`src/rtl/cms_pix28_package.sv`:
```
// Shared command-word layout, op codes, status bit map and decoder state
// encoding for the firmware command path.
package cms_pix28_package;

  localparam int windex_device_id_hi = 31;
  localparam int windex_device_id_lo = 28;
  localparam int windex_op_code_hi   = 27;
  localparam int windex_op_code_lo   = 24;
  localparam int windex_body_hi      = 23;
  localparam int windex_body_lo      = 0;

  localparam logic [3:0] firmware_id_1 = 4'b0001;
  localparam logic [3:0] firmware_id_2 = 4'b0010;
  localparam logic [3:0] firmware_id_3 = 4'b0100;
  localparam logic [3:0] firmware_id_4 = 4'b1000;

  localparam logic [3:0] test_number_1 = 4'b0001;
  localparam logic [3:0] test_number_2 = 4'b0010;
  localparam logic [3:0] test_number_3 = 4'b0100;
  localparam logic [3:0] test_number_4 = 4'b1000;

  typedef enum logic [3:0] {
    OP_CODE_NOOP              = 4'h0,
    OP_CODE_W_RST_FW          = 4'h1,
    OP_CODE_W_CFG_STATIC_0    = 4'h2,
    OP_CODE_R_CFG_STATIC_0    = 4'h3,
    OP_CODE_W_CFG_STATIC_1    = 4'h4,
    OP_CODE_R_CFG_STATIC_1    = 4'h5,
    OP_CODE_W_CFG_ARRAY_0     = 4'h6,
    OP_CODE_R_CFG_ARRAY_0     = 4'h7,
    OP_CODE_W_CFG_ARRAY_1     = 4'h8,
    OP_CODE_R_CFG_ARRAY_1     = 4'h9,
    OP_CODE_W_CFG_ARRAY_2     = 4'hA,
    OP_CODE_R_CFG_ARRAY_2     = 4'hB,
    OP_CODE_R_DATA_ARRAY_0    = 4'hC,
    OP_CODE_R_DATA_ARRAY_1    = 4'hD,
    OP_CODE_W_STATUS_FW_CLEAR = 4'hE,
    OP_CODE_W_EXECUTE         = 4'hF
  } op_code_t;

  localparam int status_index_rst_fw         = 0;
  localparam int status_index_w_cfg_static_0 = 1;
  localparam int status_index_r_cfg_static_0 = 2;
  localparam int status_index_w_cfg_static_1 = 3;
  localparam int status_index_r_cfg_static_1 = 4;
  localparam int status_index_w_cfg_array_0  = 5;
  localparam int status_index_r_cfg_array_0  = 6;
  localparam int status_index_w_cfg_array_1  = 7;
  localparam int status_index_r_cfg_array_1  = 8;
  localparam int status_index_w_cfg_array_2  = 9;
  localparam int status_index_r_cfg_array_2  = 10;
  localparam int status_index_r_data_array_0 = 11;
  localparam int status_index_r_data_array_1 = 12;
  localparam int status_index_execute        = 13;
  localparam int status_index_test_done_1    = 14;
  localparam int status_index_error          = 31;

  typedef enum logic [1:0] {
    IDLE      = 2'b00,
    DECODE    = 2'b01,
    EXEC_BUSY = 2'b10
  } state_t_fw_cmd_decoder;

  // Status bit raised by a configuration read/write op code.
  function automatic logic [4:0] op_status_index(input op_code_t op);
    case (op)
      OP_CODE_W_CFG_STATIC_0: return 5'(status_index_w_cfg_static_0);
      OP_CODE_R_CFG_STATIC_0: return 5'(status_index_r_cfg_static_0);
      OP_CODE_W_CFG_STATIC_1: return 5'(status_index_w_cfg_static_1);
      OP_CODE_R_CFG_STATIC_1: return 5'(status_index_r_cfg_static_1);
      OP_CODE_W_CFG_ARRAY_0:  return 5'(status_index_w_cfg_array_0);
      OP_CODE_R_CFG_ARRAY_0:  return 5'(status_index_r_cfg_array_0);
      OP_CODE_W_CFG_ARRAY_1:  return 5'(status_index_w_cfg_array_1);
      OP_CODE_R_CFG_ARRAY_1:  return 5'(status_index_r_cfg_array_1);
      OP_CODE_W_CFG_ARRAY_2:  return 5'(status_index_w_cfg_array_2);
      OP_CODE_R_CFG_ARRAY_2:  return 5'(status_index_r_cfg_array_2);
      OP_CODE_R_DATA_ARRAY_0: return 5'(status_index_r_data_array_0);
      OP_CODE_R_DATA_ARRAY_1: return 5'(status_index_r_data_array_1);
      default:                return 5'(status_index_error);
    endcase
  endfunction

  function automatic logic is_one_hot4(input logic [3:0] v);
    return (v != 4'd0) && ((v & (v - 4'd1)) == 4'd0);
  endfunction

endpackage

```
`src/rtl/fw_exec_watchdog.sv`:
```
// Execution watchdog: 27-bit up-counter with clear/enable and a terminal-count
// flag that holds once the limit is reached.
module fw_exec_watchdog #(
  parameter int LIMIT = 2**27
) (
  input  logic i_clk,
  input  logic i_rst,
  input  logic i_clear,
  input  logic i_enable,
  output logic o_terminal
);

  logic [26:0] r_count;

  // NOTE: sequential state is written with <= so every flop samples pre-edge values.
  always_ff @(posedge i_clk) begin
    if (i_rst || i_clear) begin
      r_count <= '0;
    end else if (i_enable && !o_terminal) begin
      r_count <= r_count + 27'd1;
    end
  end

  assign o_terminal = (r_count == 27'(LIMIT - 1));

endmodule

```
`src/rtl/fw_cmd_decoder.sv`:
```
// Firmware command front-end: filters command words by device id, decodes the
// op code, updates config/status registers and supervises test execution.
module fw_cmd_decoder
  import cms_pix28_package::*;
#(
  parameter logic [3:0] FIRMWARE_ID     = firmware_id_1,
  parameter int         TEST_NUMBER_LSB = 14,
  parameter int         EXEC_TIMEOUT    = 2**27
) (
  input  logic        i_fw_axi_clk,
  input  logic        i_fw_rst,
  input  logic [31:0] i_cmd_word,
  input  logic        i_cmd_valid,
  output logic        o_cmd_ready,
  output logic        o_fw_rst_req,
  output logic [23:0] o_cfg_static_0_reg,
  output logic [23:0] o_cfg_static_1_reg,
  output logic [2:0]  o_cfg_array_wr_en,
  output logic [23:0] o_cfg_array_wr_data,
  output logic        o_rd_req,
  output logic [3:0]  o_rd_sel,
  output logic [23:0] o_execute_cfg,
  output logic        o_execute_start,
  input  logic [3:0]  i_test_done,
  output logic [31:0] o_status
);

  localparam logic [1:0] ST_IDLE      = IDLE;
  localparam logic [1:0] ST_DECODE    = DECODE;
  localparam logic [1:0] ST_EXEC_BUSY = EXEC_BUSY;

  logic [1:0]  r_state;
  logic [31:0] r_cmd;
  logic        r_fw_rst_req;
  logic [23:0] r_cfg_static_0;
  logic [23:0] r_cfg_static_1;
  logic [2:0]  r_cfg_array_wr_en;
  logic [23:0] r_cfg_array_wr_data;
  logic        r_rd_req;
  logic [3:0]  r_rd_sel;
  logic [23:0] r_execute_cfg;
  logic        r_execute_start;
  logic [31:0] r_status;

  logic [3:0]  w_device_id;
  op_code_t    w_op_code;
  logic [23:0] w_body;
  logic [3:0]  w_cmd_tn;
  logic [3:0]  w_busy_tn;
  logic        w_accept;
  logic        w_done_hit;
  logic        w_timeout;

  assign w_device_id = r_cmd[windex_device_id_hi:windex_device_id_lo];
  assign w_op_code   = op_code_t'(r_cmd[windex_op_code_hi:windex_op_code_lo]);
  assign w_body      = r_cmd[windex_body_hi:windex_body_lo];
  assign w_cmd_tn    = w_body[TEST_NUMBER_LSB +: 4];
  assign w_busy_tn   = r_execute_cfg[TEST_NUMBER_LSB +: 4];
  assign w_accept    = i_cmd_valid && o_cmd_ready;
  assign w_done_hit  = |(i_test_done & w_busy_tn);

  fw_exec_watchdog #(
    .LIMIT (EXEC_TIMEOUT)
  ) u_watchdog (
    .i_clk      (i_fw_axi_clk),
    .i_rst      (i_fw_rst),
    .i_clear    (r_state == ST_DECODE),
    .i_enable   (r_state == ST_EXEC_BUSY),
    .o_terminal (w_timeout)
  );

  always_ff @(posedge i_fw_axi_clk) begin
    if (i_fw_rst) begin
      r_state             <= ST_IDLE;
      r_cmd               <= '0;
      r_fw_rst_req        <= 1'b0;
      r_cfg_static_0      <= '0;
      r_cfg_static_1      <= '0;
      r_cfg_array_wr_en   <= '0;
      r_cfg_array_wr_data <= '0;
      r_rd_req            <= 1'b0;
      r_rd_sel            <= '0;
      r_execute_cfg       <= '0;
      r_execute_start     <= 1'b0;
      r_status            <= '0;
    end else begin
      // Strobes default low so each command produces exactly one-cycle pulses.
      r_fw_rst_req        <= 1'b0;
      r_cfg_array_wr_en   <= '0;
      r_cfg_array_wr_data <= '0;
      r_rd_req            <= 1'b0;
      r_execute_start     <= 1'b0;

      case (r_state)
        ST_IDLE: begin
          if (w_accept) begin
            r_cmd   <= i_cmd_word;
            r_state <= ST_DECODE;
          end
        end

        ST_DECODE: begin
          r_state <= ST_IDLE;
          if (w_device_id == FIRMWARE_ID) begin
            case (w_op_code)
              OP_CODE_W_RST_FW: begin
                r_fw_rst_req   <= 1'b1;
                r_cfg_static_0 <= '0;
                r_cfg_static_1 <= '0;
                r_status       <= 32'd1 << status_index_rst_fw;
              end
              OP_CODE_W_CFG_STATIC_0: begin
                r_cfg_static_0                      <= w_body;
                r_status[op_status_index(w_op_code)] <= 1'b1;
              end
              OP_CODE_W_CFG_STATIC_1: begin
                r_cfg_static_1                      <= w_body;
                r_status[op_status_index(w_op_code)] <= 1'b1;
              end
              OP_CODE_W_CFG_ARRAY_0, OP_CODE_W_CFG_ARRAY_1, OP_CODE_W_CFG_ARRAY_2: begin
                r_cfg_array_wr_en[w_op_code[2:1] - 2'd3] <= 1'b1;
                r_cfg_array_wr_data                      <= w_body;
                r_status[op_status_index(w_op_code)]     <= 1'b1;
              end
              OP_CODE_R_CFG_STATIC_0, OP_CODE_R_CFG_STATIC_1, OP_CODE_R_CFG_ARRAY_0,
              OP_CODE_R_CFG_ARRAY_1, OP_CODE_R_CFG_ARRAY_2, OP_CODE_R_DATA_ARRAY_0,
              OP_CODE_R_DATA_ARRAY_1: begin
                r_rd_req                             <= 1'b1;
                r_rd_sel                             <= w_op_code;
                r_status[op_status_index(w_op_code)] <= 1'b1;
              end
              OP_CODE_W_STATUS_FW_CLEAR: r_status <= '0;
              OP_CODE_W_EXECUTE: begin
                if (is_one_hot4(w_cmd_tn)) begin
                  r_execute_cfg                  <= w_body;
                  r_execute_start                <= 1'b1;
                  r_status[status_index_execute] <= 1'b1;
                  r_state                        <= ST_EXEC_BUSY;
                end else begin
                  r_status[status_index_error] <= 1'b1;
                end
              end
              default: ;
            endcase
          end
        end

        ST_EXEC_BUSY: begin
          // A matching done beats a watchdog expiry in the same cycle.
          if (w_done_hit) begin
            r_status[status_index_test_done_1 +: 4] <=
              r_status[status_index_test_done_1 +: 4] | w_busy_tn;
            r_state <= ST_IDLE;
          end else if (w_timeout) begin
            r_status[status_index_error] <= 1'b1;
            r_state                      <= ST_IDLE;
          end
        end

        default: r_state <= ST_IDLE;
      endcase
    end
  end

  assign o_cmd_ready         = (r_state == ST_IDLE) && !i_fw_rst;
  assign o_fw_rst_req        = r_fw_rst_req;
  assign o_cfg_static_0_reg  = r_cfg_static_0;
  assign o_cfg_static_1_reg  = r_cfg_static_1;
  assign o_cfg_array_wr_en   = r_cfg_array_wr_en;
  assign o_cfg_array_wr_data = r_cfg_array_wr_data;
  assign o_rd_req            = r_rd_req;
  assign o_rd_sel            = r_rd_sel;
  assign o_execute_cfg       = r_execute_cfg;
  assign o_execute_start     = r_execute_start;
  assign o_status            = r_status;

endmodule
```
`config.mk`:
```
export PLATFORM = sky130hd
export DESIGN_NAME = fw_cmd_decoder
export DESIGN_NICKNAME = d
export VERILOG_FILES = /design/src/rtl/cms_pix28_package.sv /design/src/rtl/fw_exec_watchdog.sv /design/src/rtl/fw_cmd_decoder.sv
export SDC_FILE = /design/constraint.sdc
export NUM_CORES = 1
export LEC_CHECK = 0
export CORE_ASPECT_RATIO = 0.9
export CORE_UTILIZATION = 44
export CTS_CLUSTER_DIAMETER = 60
export DETAILED_ROUTE_END_ITERATION = 16
export GPL_TIMING_DRIVEN = 0
export MAX_ROUTING_LAYER = met4
export PLACE_DENSITY = 0.72
export SLEW_MARGIN = 20
export SYNTH_ARGS = -nofsm -noshare
export SYNTH_HDL_FRONTEND = slang
export SYNTH_HIERARCHICAL = 1
export SYNTH_SLANG_ARGS = --single-unit
export TNS_END_PERCENT = 50
```
`constraint.sdc`:
```
create_clock -name i_fw_axi_clk -period 2.9 [get_ports i_fw_axi_clk]
set_input_delay 0.435 -clock i_fw_axi_clk [delete_from_list [all_inputs] [get_ports i_fw_axi_clk]]
set_output_delay 0.435 -clock i_fw_axi_clk [all_outputs]
set_load 0.01 [all_outputs]
```
Word-level counts from Yosys, hierarchy flattened
Memory sizes are Yosys's and may differ from the RTL's. A register that Yosys moved wholly into a read port is not among the register bits.
Index checks and enable logic that the tools add are counted.
- bits in registers: 199
- bits in read-only memories: 320
- bits of input ports: 39
- memories kept: 4
- add/sub/neg operators: 3
- $lt $le $gt $ge: 10
- eq/ne operators: 29
- muxes and demuxes: 58
- bitwise gates (word level): 11
- reduce and logical (&&, ||, !) cells: 39
- memories (name ; words ; width ; rd ports ; clocked after Yosys merged registers in ; wr ports ; line ; text):
    (name not given) ; 16 ; 5 ; 1 ; 1 ; 0 ; cms_pix28_package.sv:66 ; case (op)
    (name not given) ; 16 ; 5 ; 1 ; 1 ; 0 ; cms_pix28_package.sv:66 ;
    (name not given) ; 16 ; 5 ; 1 ; 1 ; 0 ; cms_pix28_package.sv:66 ;
    (name not given) ; 16 ; 5 ; 1 ; 1 ; 0 ; cms_pix28_package.sv:66 ;
- operators with widths (operator ; count):
    $or A32 B32 Y32 ; 4
    $pmux W24 S2 ; 2
    $pmux W17 S5 ; 1
    $mux W5 ; 16
    $pmux W13 S6 ; 1
    $mux W4 ; 9
    $eq A4 B4 Y1 const B ; 8
    $mux W32 ; 1
    $add A27 B1 Y27 const B ; 1
    $eq A27 B27 Y1 const B ; 1
    $lt A5 B6 Y1 const B ; 4
    $demux W1 S5 ; 4
    $ge A5 B1 Y1 const B ; 4
    $eq A4 B3 Y1 const B ; 4
    $reduce_and A3 Y1 ; 5
    $mux W1 ; 12
    $mux W2 ; 6
    $ne A2 B2 Y1 const B ; 6
    $pmux W1 S6 ; 2
    $reduce_and A4 Y1 ; 3
    $reduce_bool A6 Y1 ; 2
    $reduce_or A4 Y1 ; 3
    $logic_and A1 B1 Y1 ; 9
    $and A4 B4 Y4 ; 2
    29 further kinds ; 40

Longest topological paths before layout
- depth after elaboration: 14
- depth in mapped cells: 9
- gate-level depth less buffers: 8

Cells and area by module
Netlist, hierarchy kept.
- modules (own cells, without submodules) (module ; times used ; cells an instance ; area each (um^2) ; sequential area each (um^2)):
    fw_cmd_decoder ; 1 ; 632 ; 6326.1 ; 3543.4
    fw_exec_watchdog ; 1 ; 167 ; 1388.8 ; 540.5

Worst setup path after synthesis
Ideal clock, no wire load.
- path type: input to register
- start point: input i_fw_rst
- end point: register with a tool-made name
- library setup time: 0.133 ns
- arrival: 2.100 ns
- data required time: 2.767 ns
- path slack: 0.667 ns
- stages: 8
- path buffers: 1
- cell sequence: nor4b_2 > buf_2 > nand2_1 > o21ai_0 > inv_1 > ha_1 > a221oi_1 > mux2i_1
- RTL lines (element ; line ; text):
    from (decl) ; fw_cmd_decoder.sv:11 ; input logic i_fw_rst,

Final worst setup path
- start point: input i_fw_rst
- end point: output o_cmd_ready
- word-level cells in the longest chain between the ends: 2
- RTL lines (element ; line ; text):
    $logic_not A1 Y1 ; fw_cmd_decoder.sv:165 ; assign o_cmd_ready = (r_state == ST_IDLE) && !i_fw_rst;
    $logic_and A1 B1 Y1 ; fw_cmd_decoder.sv:165 ;
    to (decl) ; fw_cmd_decoder.sv:14 ; output logic o_cmd_ready,
Every way passes these cells.

==> run metrics <==
Top FF cell, synth=dfxtp_1; Int Power=0.00477 W; Clock H-tree levels=1; Slew HR=0.524; Post-synth EDFFs=0; routability congestion estimate=between 0.8 and 0.9; # IOs=between 150 and 200; Starting DRT DRC Count=between 300 and 400; Crit. End Element=output pin; quantity of hold-fixing buffers added after cts=0; Clock Latency Late Sink=about 0.52 ns; GR Util All Layers=0.240; maximum clock insertion buffer count=3; Cell variety after synth=67; Post-Synth Simple-Gate Area=0.212; Power Dens Cells=between 500 and 600 nW/um^2; crit path launch type=primary input; setup ws final=approximately 0.085 ns; most frequent cells in the layout=dfxtp_1, clkdlybuf4s50_1, nor2_1, nand2_1, o21ai_0; Area Overhead vs Synth=36.9%; Diodes inserted=0; Cell Area, Synth=about 7700 um^2; Starting Density=0.454; routed len/inst=between 15 and 20 um; run status=complete, no violations; WL final=21200 um; Final Critical Period=between 2 and 3 ns; largest family of logic cells by synthesized area=simple AND/OR/NAND/NOR gates; syn nets=844; largest net degree at the start of global routing=20; post-synthesis xor/xnor area fraction=0.0148; total gr overflow=0; first drt pass iteration count=5; worst slack at placement=-0.513 ns; Routed Antenna Nets=0; FMAX=0.355 GHz; Pins Over Slew Limit=0; total core area=17000 um^2; Synth Register Bits=slightly above 200; DRC Markers=0; Gate power share=0.052; vias in the first global route=around 6300; clock slew at reported path FFs=about 0.060 ns; via/cell ratio=5.31; final std cells w/o fill=roughly 1200; Leak=approximately 3.7 nW; sequential power share=0.472; input/output buffers=roughly 180; Final Setup Violations=0; CTS Sinks=just over 200; Crit Path Max Fanout=19; hold crit path type=reg -> reg; CP arrival=roughly 2.4 ns; Cells after DPL=1211; Post-Synth Adder-Cell Area=0.00973; DP HPWL=~15000 um; Least-Margin Pin Slew=0.712 ns; synth top area cells=dfxtp_1, o2bb2ai_1, nor2_1, mux2i_1, o21ai_0; Die Y=128 um; Max IR drop VDD=around 0.50 mV; root buffer cell=clkbuf_16; dominant cell type by area after synthesis=dfxtp_1; net switching power=~0.0014 W; WS Path Type=in -> out; share of post-route cells with drive strength above 1=0.0632; async set or reset register ratio after synthesis=0; mux contribution to synthesized area=0.0404; CTS buffer count=22; Syn Area/Cell=slightly below 10 um^2; Hold Fails Final Rpt=0; compound-cell area share of the yosys netlist=0.162; vias post-DR=about 6600; Period Utilization, post-route=0.971; chip width=approximately 140 um; first-pass GRT wire length=between 30000 and 40000 um; initial antenna violation count=0; synth warn=6; nets@finish=1044; max cap viols=0; cells after synthesis=799; CP required=2.47 ns; RSZ-0062 raised after global routing=no; Synth top area share=0.529; full die area=roughly 18000 um^2; commonest non-fill, non-tap cell in the layout=dfxtp_1; # rows=between 40 and 50; sequential fraction of the synthesis area=0.529; clock share of power=0.476; CTS tree=yes; sw frac=0.223; Setup Skew=0.0245 ns
==> kinds of logic (layout without fill, tap and decap cells) <==
logic type,after synthesis,after routing
simple gates,307,307
buf+inv,55,268
flops,204,204
compound gates,183,183
xor+xnor,13,13
fa+ha+maj,6,6
mux,31,31
==> synth_stat cells (6+ instances only) <==
cell and count:
a31oi_1 10, nor2_1 93, nand2_1 57, inv_1 14, and2_1 26, nand3_1 16, mux2i_1 30, nand4_1 9
o2bb2ai_1 44, or3_1 9, nor4_1 6, buf_2 7, xor2_1 9, clkbuf_1 26, and3_1 7, nand2b_1 35
a21oi_1 41, o21ai_0 45, ha_1 6, dfxtp_1 204, nor3_1 10
==> per-stage QoR <==
stage          area [um^2]  setup TNS (ns)   util  power [W]  hold slack (ns)
2_1_floorplan         7710               0      -    0.00313            0.454
3_3_place_gp          9780           -7.83  0.575    0.00327            0.443
3_5_place_dp          9780           -7.37  0.575    0.00327            0.447
4_1_cts              10600               0  0.620    0.00619            0.459
5_1_grt              10600               0  0.621    0.00636            0.478
6_report             10600               0  0.621    0.00614            0.463
==> routing by layer <==
metal | wire, um | vias up | GRT usage
li1 | - | 3219 | -
met1 | 9530 | 3129 | 0.306
met2 | 9150 | 236 | 0.358
met3 | 2130 | 34 | 0.0881
met4 | 360 | 0 | 0.0639
met5 | 0 | - | -
==> worst max-delay path, stage by stage <==
cell and delay (ns):
clkdlybuf4s50_1 0.54, clkbuf_4 0.31, clkbuf_2 0.25, nor3_1 0.26, clkdlybuf4s50_1 0.59
==> final cells by class <==
type / count / area (um^2)
clock inverter: 7 / 138
inverter: 14 / 52.6
timing repair buffer: 177 / 1770
multi-input combinational: 540 / 3390
sequential: 204 / 4080
tap: 235 / 294
buffer: 40 / 194
clock buffer: 30 / 631
fill: 1480 / 6440
==> power by group through the flow <==
stage	clock [W]	sequential, W	combinational (W)
final	0.00292	0.00290	0.000321
after global routing	0.00311	0.00290	0.000350
after CTS	0.00297	0.00289	0.000318
after detailed placement	0	0.00296	0.000314
after global placement	0	0.00296	0.000312
after floorplan	0	0.00294	0.000190
==> timing repair <==
action | 4_1_cts | 5_1_grt
endpoints found under the setup margin | 1 | 2
pin swaps | 0 | 0
setup buffers | 0 | 0
gates resized for setup | 3 | 1
==> path summary, 6_finish.rpt <==
| kind | startpoint | to | slack (ns) | cells past startpoint |
|---|---|---|---|---|
| worst max-delay path | i_fw_rst | o_cmd_ready | 0.09 | 5 |
| worst min-delay path | o_cfg_static_1_reg[6]$_SDFFE_PP0P_ | o_cfg_static_1_reg[6]$_SDFFE_PP0P_ | 0.46 | 1 |
| worst max register to register | r_state[1]$_SDFFE_PP0P_ | flop | 0.35 | 8 |
| worst min register to register | o_cfg_static_1_reg[6]$_SDFFE_PP0P_ | o_cfg_static_1_reg[6]$_SDFFE_PP0P_ | 0.46 | 1 |
(Power assumes the default switching activity.)
